$ cat config.mk
export PLATFORM = sky130hd
export DESIGN_NAME = id_ex_operand_stage_flat
export DESIGN_NICKNAME = d
export VERILOG_FILES = /design/src/rtl/id_ex_operand_stage_if.sv /design/src/rtl/id_ex_operand_stage.sv /design/src/flat_wrapper.sv
export SDC_FILE = /design/constraint.sdc
export NUM_CORES = 1
export LEC_CHECK = 0
export ABC_AREA = 1
export CAP_MARGIN = 10
export CORE_MARGIN = 5
export CORE_UTILIZATION = 46
export CTS_CLUSTER_SIZE = 24
export DETAILED_ROUTE_END_ITERATION = 16
export PLACE_DENSITY = 0.95
export SETUP_SLACK_MARGIN = 0.15
export SYNTH_ARGS = -nofsm -noshare
export SYNTH_HDL_FRONTEND = slang
export SYNTH_SLANG_ARGS = --single-unit
$ cat constraint.sdc
create_clock -name clk -period 3.95 [get_ports clk]
set_clock_uncertainty 0.1 [all_clocks]
set_input_delay 0.395 -clock clk [delete_from_list [all_inputs] [get_ports clk]]
set_output_delay 0.395 -clock clk [all_outputs]
set_load 0.03 [all_outputs]
$ cat src/rtl/id_ex_operand_stage_if.sv
// Bundles every signal between the ID/EX operand stage and its neighbours.
//   Decode side   : D_* fields of the instruction leaving decode, Flush from branch resolution
//   Forward paths : M_* (EX/MEM result) and W_* (MEM/WB writeback)
//   Stage outputs : Stall to IF/ID, ALU control/operands, E_* attributes of the EX slot
// master = surrounding pipeline, slave = id_ex_operand_stage.
interface id_ex_operand_stage_if #(
    parameter int DATA_W = 32,
    parameter int REG_AW = 5
);
    logic              D_Valid;
    logic [2:0]        D_ALUCtrl;
    logic [REG_AW-1:0] D_RsAddr;
    logic [REG_AW-1:0] D_RtAddr;
    logic [DATA_W-1:0] D_RsData;
    logic [DATA_W-1:0] D_RtData;
    logic [DATA_W-1:0] D_Imm;
    logic              D_UseRs;
    logic              D_UseRt;
    logic              D_UseImm;
    logic              D_RegWrite;
    logic [REG_AW-1:0] D_WrAddr;
    logic              D_MemRead;
    logic              Flush;
    logic              M_RegWrite;
    logic [REG_AW-1:0] M_WrAddr;
    logic [DATA_W-1:0] M_Result;
    logic              W_RegWrite;
    logic [REG_AW-1:0] W_WrAddr;
    logic [DATA_W-1:0] W_Data;
    logic              Stall;
    logic [2:0]        ALUControl;
    logic [DATA_W-1:0] ALUSrc1;
    logic [DATA_W-1:0] ALUSrc2;
    logic              E_Valid;
    logic              E_RegWrite;
    logic              E_MemRead;
    logic [REG_AW-1:0] E_WrAddr;
    logic [DATA_W-1:0] E_StoreData;

    modport master (
        output D_Valid, D_ALUCtrl, D_RsAddr, D_RtAddr, D_RsData, D_RtData, D_Imm,
               D_UseRs, D_UseRt, D_UseImm, D_RegWrite, D_WrAddr, D_MemRead, Flush,
               M_RegWrite, M_WrAddr, M_Result, W_RegWrite, W_WrAddr, W_Data,
        input  Stall, ALUControl, ALUSrc1, ALUSrc2, E_Valid, E_RegWrite, E_MemRead,
               E_WrAddr, E_StoreData
    );

    modport slave (
        input  D_Valid, D_ALUCtrl, D_RsAddr, D_RtAddr, D_RsData, D_RtData, D_Imm,
               D_UseRs, D_UseRt, D_UseImm, D_RegWrite, D_WrAddr, D_MemRead, Flush,
               M_RegWrite, M_WrAddr, M_Result, W_RegWrite, W_WrAddr, W_Data,
        output Stall, ALUControl, ALUSrc1, ALUSrc2, E_Valid, E_RegWrite, E_MemRead,
               E_WrAddr, E_StoreData
    );
endinterface

$ cat src/rtl/id_ex_operand_stage.sv
// ID/EX pipeline register with operand forwarding and load-use hazard detection,
// sitting directly in front of the ALU.
//   clk  : all state on the rising edge
//   rst  : synchronous, active-high; clears the EX slot
//   bus  : id_ex_operand_stage_if.slave (decode inputs, M/W forward paths, ALU drive, Stall)
// Decode -> ALU inputs is exactly one cycle; forwarding is purely combinational.
module id_ex_operand_stage #(
    parameter int DATA_W = 32,
    parameter int REG_AW = 5
) (
    input  logic                  clk,
    input  logic                  rst,
    id_ex_operand_stage_if.slave  bus
);
    localparam logic [2:0] ALU_NOP = 3'd0;

    // EX slot
    logic              e_valid;
    logic [2:0]        e_ctrl;
    logic [REG_AW-1:0] e_rs_addr;
    logic [REG_AW-1:0] e_rt_addr;
    logic [DATA_W-1:0] e_rs_data;
    logic [DATA_W-1:0] e_rt_data;
    logic [DATA_W-1:0] e_imm;
    logic              e_use_imm;
    logic              e_regwrite;
    logic              e_memread;
    logic [REG_AW-1:0] e_wraddr;

    logic              stall;
    logic              e_regwrite_g;
    logic              e_memread_g;
    logic              w_hit_rs;
    logic              w_hit_rt;
    logic [DATA_W-1:0] rs_fwd;
    logic [DATA_W-1:0] rt_fwd;

    assign e_regwrite_g = e_valid & e_regwrite;
    assign e_memread_g  = e_valid & e_memread;

    // Load in EX whose destination is read by the instruction in decode.
    // The bubble clears e_memread_g, so each hazard stalls exactly once.
    assign stall = ~rst & ~bus.Flush & bus.D_Valid & e_memread_g & e_regwrite_g &
                   (e_wraddr != '0) &
                   ((bus.D_UseRs & (bus.D_RsAddr == e_wraddr)) |
                    (bus.D_UseRt & (bus.D_RtAddr == e_wraddr)));

    // Writeback lands in the register file on the same edge we capture,
    // so take the W value directly instead of the stale read.
    assign w_hit_rs = bus.W_RegWrite & (bus.W_WrAddr != '0) & (bus.W_WrAddr == bus.D_RsAddr);
    assign w_hit_rt = bus.W_RegWrite & (bus.W_WrAddr != '0) & (bus.W_WrAddr == bus.D_RtAddr);

    always_ff @(posedge clk) begin
        if (rst) begin
            e_valid    <= 1'b0;
            e_ctrl     <= ALU_NOP;
            e_rs_addr  <= '0;
            e_rt_addr  <= '0;
            e_rs_data  <= '0;
            e_rt_data  <= '0;
            e_imm      <= '0;
            e_use_imm  <= 1'b0;
            e_regwrite <= 1'b0;
            e_memread  <= 1'b0;
            e_wraddr   <= '0;
        end else begin
            // Flush or stall turns the entering slot into a bubble; payload still loads.
            e_valid    <= bus.D_Valid & ~bus.Flush & ~stall;
            e_ctrl     <= bus.D_ALUCtrl;
            e_rs_addr  <= bus.D_RsAddr;
            e_rt_addr  <= bus.D_RtAddr;
            e_rs_data  <= w_hit_rs ? bus.W_Data : bus.D_RsData;
            e_rt_data  <= w_hit_rt ? bus.W_Data : bus.D_RtData;
            e_imm      <= bus.D_Imm;
            e_use_imm  <= bus.D_UseImm;
            e_regwrite <= bus.D_RegWrite;
            e_memread  <= bus.D_MemRead;
            e_wraddr   <= bus.D_WrAddr;
        end
    end

    // EX forwarding: youngest producer (M) wins over W; r0 never forwarded.
    always_comb begin
        rs_fwd = e_rs_data;
        if (bus.M_RegWrite && bus.M_WrAddr != '0 && bus.M_WrAddr == e_rs_addr)
            rs_fwd = bus.M_Result;
        else if (bus.W_RegWrite && bus.W_WrAddr != '0 && bus.W_WrAddr == e_rs_addr)
            rs_fwd = bus.W_Data;

        rt_fwd = e_rt_data;
        if (bus.M_RegWrite && bus.M_WrAddr != '0 && bus.M_WrAddr == e_rt_addr)
            rt_fwd = bus.M_Result;
        else if (bus.W_RegWrite && bus.W_WrAddr != '0 && bus.W_WrAddr == e_rt_addr)
            rt_fwd = bus.W_Data;
    end

    assign bus.Stall       = stall;
    assign bus.ALUControl  = e_valid ? e_ctrl : ALU_NOP;
    assign bus.ALUSrc1     = rs_fwd;
    assign bus.ALUSrc2     = e_use_imm ? e_imm : rt_fwd;
    assign bus.E_Valid     = e_valid;
    assign bus.E_RegWrite  = e_regwrite_g;
    assign bus.E_MemRead   = e_memread_g;
    assign bus.E_WrAddr    = e_wraddr;
    assign bus.E_StoreData = rt_fwd;
endmodule

$ cat src/flat_wrapper.sv
// flat-port wrapper written by rule: the top's interface ports become plain ports
module id_ex_operand_stage_flat 
#(
    parameter int DATA_W = 32,
    parameter int REG_AW = 5
)
  (clk, rst, bus_D_Valid, bus_D_ALUCtrl, bus_D_RsAddr, bus_D_RtAddr, bus_D_RsData, bus_D_RtData, bus_D_Imm, bus_D_UseRs, bus_D_UseRt, bus_D_UseImm, bus_D_RegWrite, bus_D_WrAddr, bus_D_MemRead, bus_Flush, bus_M_RegWrite, bus_M_WrAddr, bus_M_Result, bus_W_RegWrite, bus_W_WrAddr, bus_W_Data, bus_Stall, bus_ALUControl, bus_ALUSrc1, bus_ALUSrc2, bus_E_Valid, bus_E_RegWrite, bus_E_MemRead, bus_E_WrAddr, bus_E_StoreData);
  id_ex_operand_stage_if #(.DATA_W(DATA_W), .REG_AW(REG_AW)) bus_i ();
  input  logic clk;
  input  logic rst;
  input wire logic [$bits(bus_i.D_Valid)-1:0] bus_D_Valid;
  input wire logic [$bits(bus_i.D_ALUCtrl)-1:0] bus_D_ALUCtrl;
  input wire logic [$bits(bus_i.D_RsAddr)-1:0] bus_D_RsAddr;
  input wire logic [$bits(bus_i.D_RtAddr)-1:0] bus_D_RtAddr;
  input wire logic [$bits(bus_i.D_RsData)-1:0] bus_D_RsData;
  input wire logic [$bits(bus_i.D_RtData)-1:0] bus_D_RtData;
  input wire logic [$bits(bus_i.D_Imm)-1:0] bus_D_Imm;
  input wire logic [$bits(bus_i.D_UseRs)-1:0] bus_D_UseRs;
  input wire logic [$bits(bus_i.D_UseRt)-1:0] bus_D_UseRt;
  input wire logic [$bits(bus_i.D_UseImm)-1:0] bus_D_UseImm;
  input wire logic [$bits(bus_i.D_RegWrite)-1:0] bus_D_RegWrite;
  input wire logic [$bits(bus_i.D_WrAddr)-1:0] bus_D_WrAddr;
  input wire logic [$bits(bus_i.D_MemRead)-1:0] bus_D_MemRead;
  input wire logic [$bits(bus_i.Flush)-1:0] bus_Flush;
  input wire logic [$bits(bus_i.M_RegWrite)-1:0] bus_M_RegWrite;
  input wire logic [$bits(bus_i.M_WrAddr)-1:0] bus_M_WrAddr;
  input wire logic [$bits(bus_i.M_Result)-1:0] bus_M_Result;
  input wire logic [$bits(bus_i.W_RegWrite)-1:0] bus_W_RegWrite;
  input wire logic [$bits(bus_i.W_WrAddr)-1:0] bus_W_WrAddr;
  input wire logic [$bits(bus_i.W_Data)-1:0] bus_W_Data;
  output wire logic [$bits(bus_i.Stall)-1:0] bus_Stall;
  output wire logic [$bits(bus_i.ALUControl)-1:0] bus_ALUControl;
  output wire logic [$bits(bus_i.ALUSrc1)-1:0] bus_ALUSrc1;
  output wire logic [$bits(bus_i.ALUSrc2)-1:0] bus_ALUSrc2;
  output wire logic [$bits(bus_i.E_Valid)-1:0] bus_E_Valid;
  output wire logic [$bits(bus_i.E_RegWrite)-1:0] bus_E_RegWrite;
  output wire logic [$bits(bus_i.E_MemRead)-1:0] bus_E_MemRead;
  output wire logic [$bits(bus_i.E_WrAddr)-1:0] bus_E_WrAddr;
  output wire logic [$bits(bus_i.E_StoreData)-1:0] bus_E_StoreData;
  assign bus_i.D_Valid = bus_D_Valid;
  assign bus_i.D_ALUCtrl = bus_D_ALUCtrl;
  assign bus_i.D_RsAddr = bus_D_RsAddr;
  assign bus_i.D_RtAddr = bus_D_RtAddr;
  assign bus_i.D_RsData = bus_D_RsData;
  assign bus_i.D_RtData = bus_D_RtData;
  assign bus_i.D_Imm = bus_D_Imm;
  assign bus_i.D_UseRs = bus_D_UseRs;
  assign bus_i.D_UseRt = bus_D_UseRt;
  assign bus_i.D_UseImm = bus_D_UseImm;
  assign bus_i.D_RegWrite = bus_D_RegWrite;
  assign bus_i.D_WrAddr = bus_D_WrAddr;
  assign bus_i.D_MemRead = bus_D_MemRead;
  assign bus_i.Flush = bus_Flush;
  assign bus_i.M_RegWrite = bus_M_RegWrite;
  assign bus_i.M_WrAddr = bus_M_WrAddr;
  assign bus_i.M_Result = bus_M_Result;
  assign bus_i.W_RegWrite = bus_W_RegWrite;
  assign bus_i.W_WrAddr = bus_W_WrAddr;
  assign bus_i.W_Data = bus_W_Data;
  assign bus_Stall = bus_i.Stall;
  assign bus_ALUControl = bus_i.ALUControl;
  assign bus_ALUSrc1 = bus_i.ALUSrc1;
  assign bus_ALUSrc2 = bus_i.ALUSrc2;
  assign bus_E_Valid = bus_i.E_Valid;
  assign bus_E_RegWrite = bus_i.E_RegWrite;
  assign bus_E_MemRead = bus_i.E_MemRead;
  assign bus_E_WrAddr = bus_i.E_WrAddr;
  assign bus_E_StoreData = bus_i.E_StoreData;
  id_ex_operand_stage #(.DATA_W(DATA_W), .REG_AW(REG_AW)) u_core (.clk(clk), .rst(rst), .bus(bus_i));
endmodule
==> run summary <==
====================================================================================
Power share of the clock group ........................................        41.8%
Clock slew at reported path FFs .......................................      0.06 ns
Routability Congestion ................................................        0.903
Sort of element at the start of the critical path .....................    input pin
CTS H-Tree Depth ......................................................            4
Post-route DRC violation count ........................................            0
Actual slew at the worst max-slew pin .................................     0.815 ns
Areal power density over the cells ....................................   377 mW/mm²
Mean cell area of the mapped netlist ..................................     6.26 µm²
Vertical die dimension ................................................       131 µm
Register share of total power .........................................        32.5%
Floorplan die width ...................................................       131 µm
Clock net sink count ..................................................          118
Largest area contributor in the netlist ............................... sky130_fd_sc_hd__dfxtp_1
Min cycle time layout .................................................      3.59 ns
Largest net degree at the start of global routing .....................           65
Share of flip-flops with an asynchronous set or reset after synthesis .           0%
IO Pins ...............................................................          307
Relative slew margins .................................................        45.6%
Primary FF master, synth .............................................. sky130_fd_sc_hd__dfxtp_1
Final Hold Vio Count ..................................................            0
Overflow left after global routing ....................................            0
R2R depth .............................................................            5
Antenna viol nets, final ..............................................            0
Total negative slack for setup checks .................................         0 ns
Synthesized flop and latch total ......................................          118
Synthesized cell area .................................................  0.00678 mm²
Post-CTS resize count .................................................            0
Number of detailed-routing iterations run before antenna repair .......            6
Worst Hold Path Cells .................................................            6
Clock Tree Buf Depth ..................................................            2
Fmax achieved .........................................................      279 MHz
Count of flip-flops with a built-in enable after synthesis ............            0
Number of antenna cells inserted ......................................            0
Arrival time of data at the critical path endpoint ....................      3.09 ns
Maximum fanout along the worst path ...................................           22
First-pass GRT wire length ............................................     43800 µm
Max Transition Viols Final ............................................            0
Skew-Pair Late Insertion Delay ........................................      0.42 ns
Count of vias placed by the detailed router ...........................         8400
Distinct cell type count after synthesis ..............................           29
Net total in the final layout .........................................         1553
Number of buffers inserted by port buffering ..........................          306
Category of the most critical setup path .............................. input pin to output pin
Yosys warns ...........................................................            0
Via density per instance ..............................................         5.42
# hold bufs at CTS ....................................................            0
Post-Syn Instances ....................................................         1083
Part of the total power dissipated in combinational logic .............        25.7%
Total nets after synthesis ............................................         1282
Total clock buffers created by CTS ....................................           17
Utilization after layout ..............................................        72.6%
Setup fix buffers added after clock tree synthesis ....................            0
Number of antenna violations at the first check in global routing .....            1
Run status ............................................................ complete, no violations
Sequential share of the synthesized area ..............................        34.8%
Via count of the first global-routing pass ............................         8304
Area of the die .......................................................   0.0173 mm²
Type of the worst min-delay path ...................................... input pin to flip-flop
Net switching share of the total power ................................        28.7%
Leakage power figure ..................................................      4.98 nW
Fillers ...............................................................         1089
Setup repair after global routing missed its margin ...................           no
HPWL reported at the end of detailed placement ........................     20700 µm
Final Cycle Share .....................................................        90.8%
Portion of synthesized cell area occupied by the leading cell type ....        34.8%
Signed area change from the synthesized netlist to the final layout ...        55.1%
Net switching power of the design .....................................      1.14 mW
CP endpoint kind ......................................................   output pin
Average wire length per cell after detail routing .....................      18.3 µm
Core footprint ........................................................   0.0145 mm²
Fraction of layout cells with a size suffix above 1 ...................        7.39%
CTS tree ..............................................................          yes
Initial Utilization ...................................................        46.8%
Total Wirelength ......................................................     28400 µm
VDD IR-drop max .......................................................   0.000301 V
Cell internal pwr .....................................................      2.83 mW
Global Route Usage Sum ................................................        31.6%
Final setup violation count ...........................................            0
Ranking of synthesized cells by area .................................. sky130_fd_sc_hd__dfxtp_1 35%, sky130_fd_sc_hd__nand3_1 12%, sky130_fd_sc_hd__nor2_1 11%
Critical path data required time ......................................      3.45 ns
Maximum capacitance violations ........................................            0
Number of placement rows ..............................................           44
Clk Tree Root Cell .................................................... sky130_fd_sc_hd__clkbuf_16
DRC marker count from the first detailed-route iteration ..............         1064
====================================================================================
layout make-up:
class,instances,area [µm²],share of cell area [%]
sequential,118,2360,22.5
tap,184,230,2.19
inverter,166,623,5.93
clock buffer,23,488,4.64
clock inverter,8,145,1.38
multi-input combinational,727,3470,33.0
timing repair buffer,324,3190,30.3
critical path: stages:
cell	delay [ns]
sky130_fd_sc_hd__clkdlybuf4s50_1	0.66
sky130_fd_sc_hd__nor2_1	0.09
sky130_fd_sc_hd__nand3_1	0.09
sky130_fd_sc_hd__nand2_2	0.10
sky130_fd_sc_hd__inv_2	0.19
sky130_fd_sc_hd__buf_4	0.34
sky130_fd_sc_hd__nand4_1	0.20
sky130_fd_sc_hd__nand3_1	0.15
sky130_fd_sc_hd__nand3_1	0.09
sky130_fd_sc_hd__nand2_1	0.09
sky130_fd_sc_hd__clkdlybuf4s50_1	0.67
power groups by stage:
stage               registers [mW]  clock network, mW  logic, mW
floorplan                     1.31                  0      0.501
global placement              1.31                  0      0.986
detailed placement            1.31                  0       1.00
CTS                           1.29               1.66       1.01
global route                  1.29               1.73       1.08
finish                        1.29               1.66       1.02
metrics by stage:
step	setup WS (ns)	hold WS (ns)	area [µm²]	std cells	total power [mW]
6_report	0.362	0.244	10500	1550	3.96
5_1_grt	0.237	0.253	10500	1550	4.10
4_1_cts	0.426	0.240	10500	1550	3.96
3_5_place_dp	0.437	0.537	9880	1519	2.31
3_3_place_gp	0.492	0.514	9880	1519	2.29
2_1_floorplan	1.58	0.402	6780	1083	1.81
synthesized netlist by cell type, types with 6 or more instances:
| cell | number |
|---|---|
| sky130_fd_sc_hd__and2_1 | 32 |
| sky130_fd_sc_hd__buf_2 | 26 |
| sky130_fd_sc_hd__buf_4 | 6 |
| sky130_fd_sc_hd__clkbuf_1 | 34 |
| sky130_fd_sc_hd__dfxtp_1 | 118 |
| sky130_fd_sc_hd__inv_1 | 163 |
| sky130_fd_sc_hd__nand2_1 | 150 |
| sky130_fd_sc_hd__nand3_1 | 167 |
| sky130_fd_sc_hd__nand4_1 | 33 |
| sky130_fd_sc_hd__nor2_1 | 193 |
| sky130_fd_sc_hd__o21ai_0 | 68 |
| sky130_fd_sc_hd__o21ai_1 | 30 |
| sky130_fd_sc_hd__xnor2_1 | 11 |
| sky130_fd_sc_hd__xor2_1 | 18 |
placed cells by master (no fill, tap or decap), types with 4 or more instances in the layout:
cell type / count
sky130_fd_sc_hd__dfxtp_1: 118
sky130_fd_sc_hd__and2_1: 32
sky130_fd_sc_hd__o22ai_1: 4
sky130_fd_sc_hd__nand2_1: 150
sky130_fd_sc_hd__o21ai_1: 30
sky130_fd_sc_hd__inv_2: 4
sky130_fd_sc_hd__clkdlybuf4s50_1: 269
sky130_fd_sc_hd__inv_1: 162
sky130_fd_sc_hd__nor3_1: 4
sky130_fd_sc_hd__xor2_1: 18
sky130_fd_sc_hd__buf_12: 7
sky130_fd_sc_hd__bufinv_16: 4
sky130_fd_sc_hd__buf_4: 47
sky130_fd_sc_hd__nand4_1: 33
sky130_fd_sc_hd__clkbuf_16: 17
sky130_fd_sc_hd__nor2_4: 4
sky130_fd_sc_hd__o21ai_0: 68
sky130_fd_sc_hd__a21oi_1: 5
sky130_fd_sc_hd__nand3_1: 166
sky130_fd_sc_hd__nor2_1: 192
sky130_fd_sc_hd__clkbuf_8: 4
sky130_fd_sc_hd__xnor2_1: 11
kinds of logic (layout without fill, tap and decap cells):
kind of cell	count (synthesis)	after routing	synth area share, %
AO/OA/AOI/OAI	108	108	8.10
buffers and inverters	238	521	14.3
XOR/XNOR	29	29	3.75
AND/OR/NAND/NOR	590	590	39.0
flip-flops	118	118	34.8
layer usage:
metal  GRT usage (%)  routed length (µm)  share of wire, %
met1            36.3               10300                36
met2            53.2               13600                48
met3            8.64                2950                10
met4            17.1                1500               5.3
met5               0                  13             0.046
flip-flops by register name, indices dropped and copies added (netlist names), 3 cells and up:
name                 flops
u_core.bus.E_WrAddr      5
u_core.e_rs_addr         5
u_core.e_imm            32
u_core.e_ctrl            3
u_core.e_rt_addr         5
u_core.e_rt_data        32
u_core.e_rs_data        32
final timing paths:
kind                                        startpoint                 end  slack [ns]
worst max-delay path                   bus_W_WrAddr[0]     bus_ALUSrc2[21]        0.36
worst min-delay path                               rst  u_core.bus.E_Valid        0.24
worst max register to register  u_core.bus.E_WrAddr[2]  u_core.bus.E_Valid        2.60
worst min register to register       u_core.e_regwrite  u_core.bus.E_Valid        0.55
Note: power is estimated with default switching activity, not from simulation.
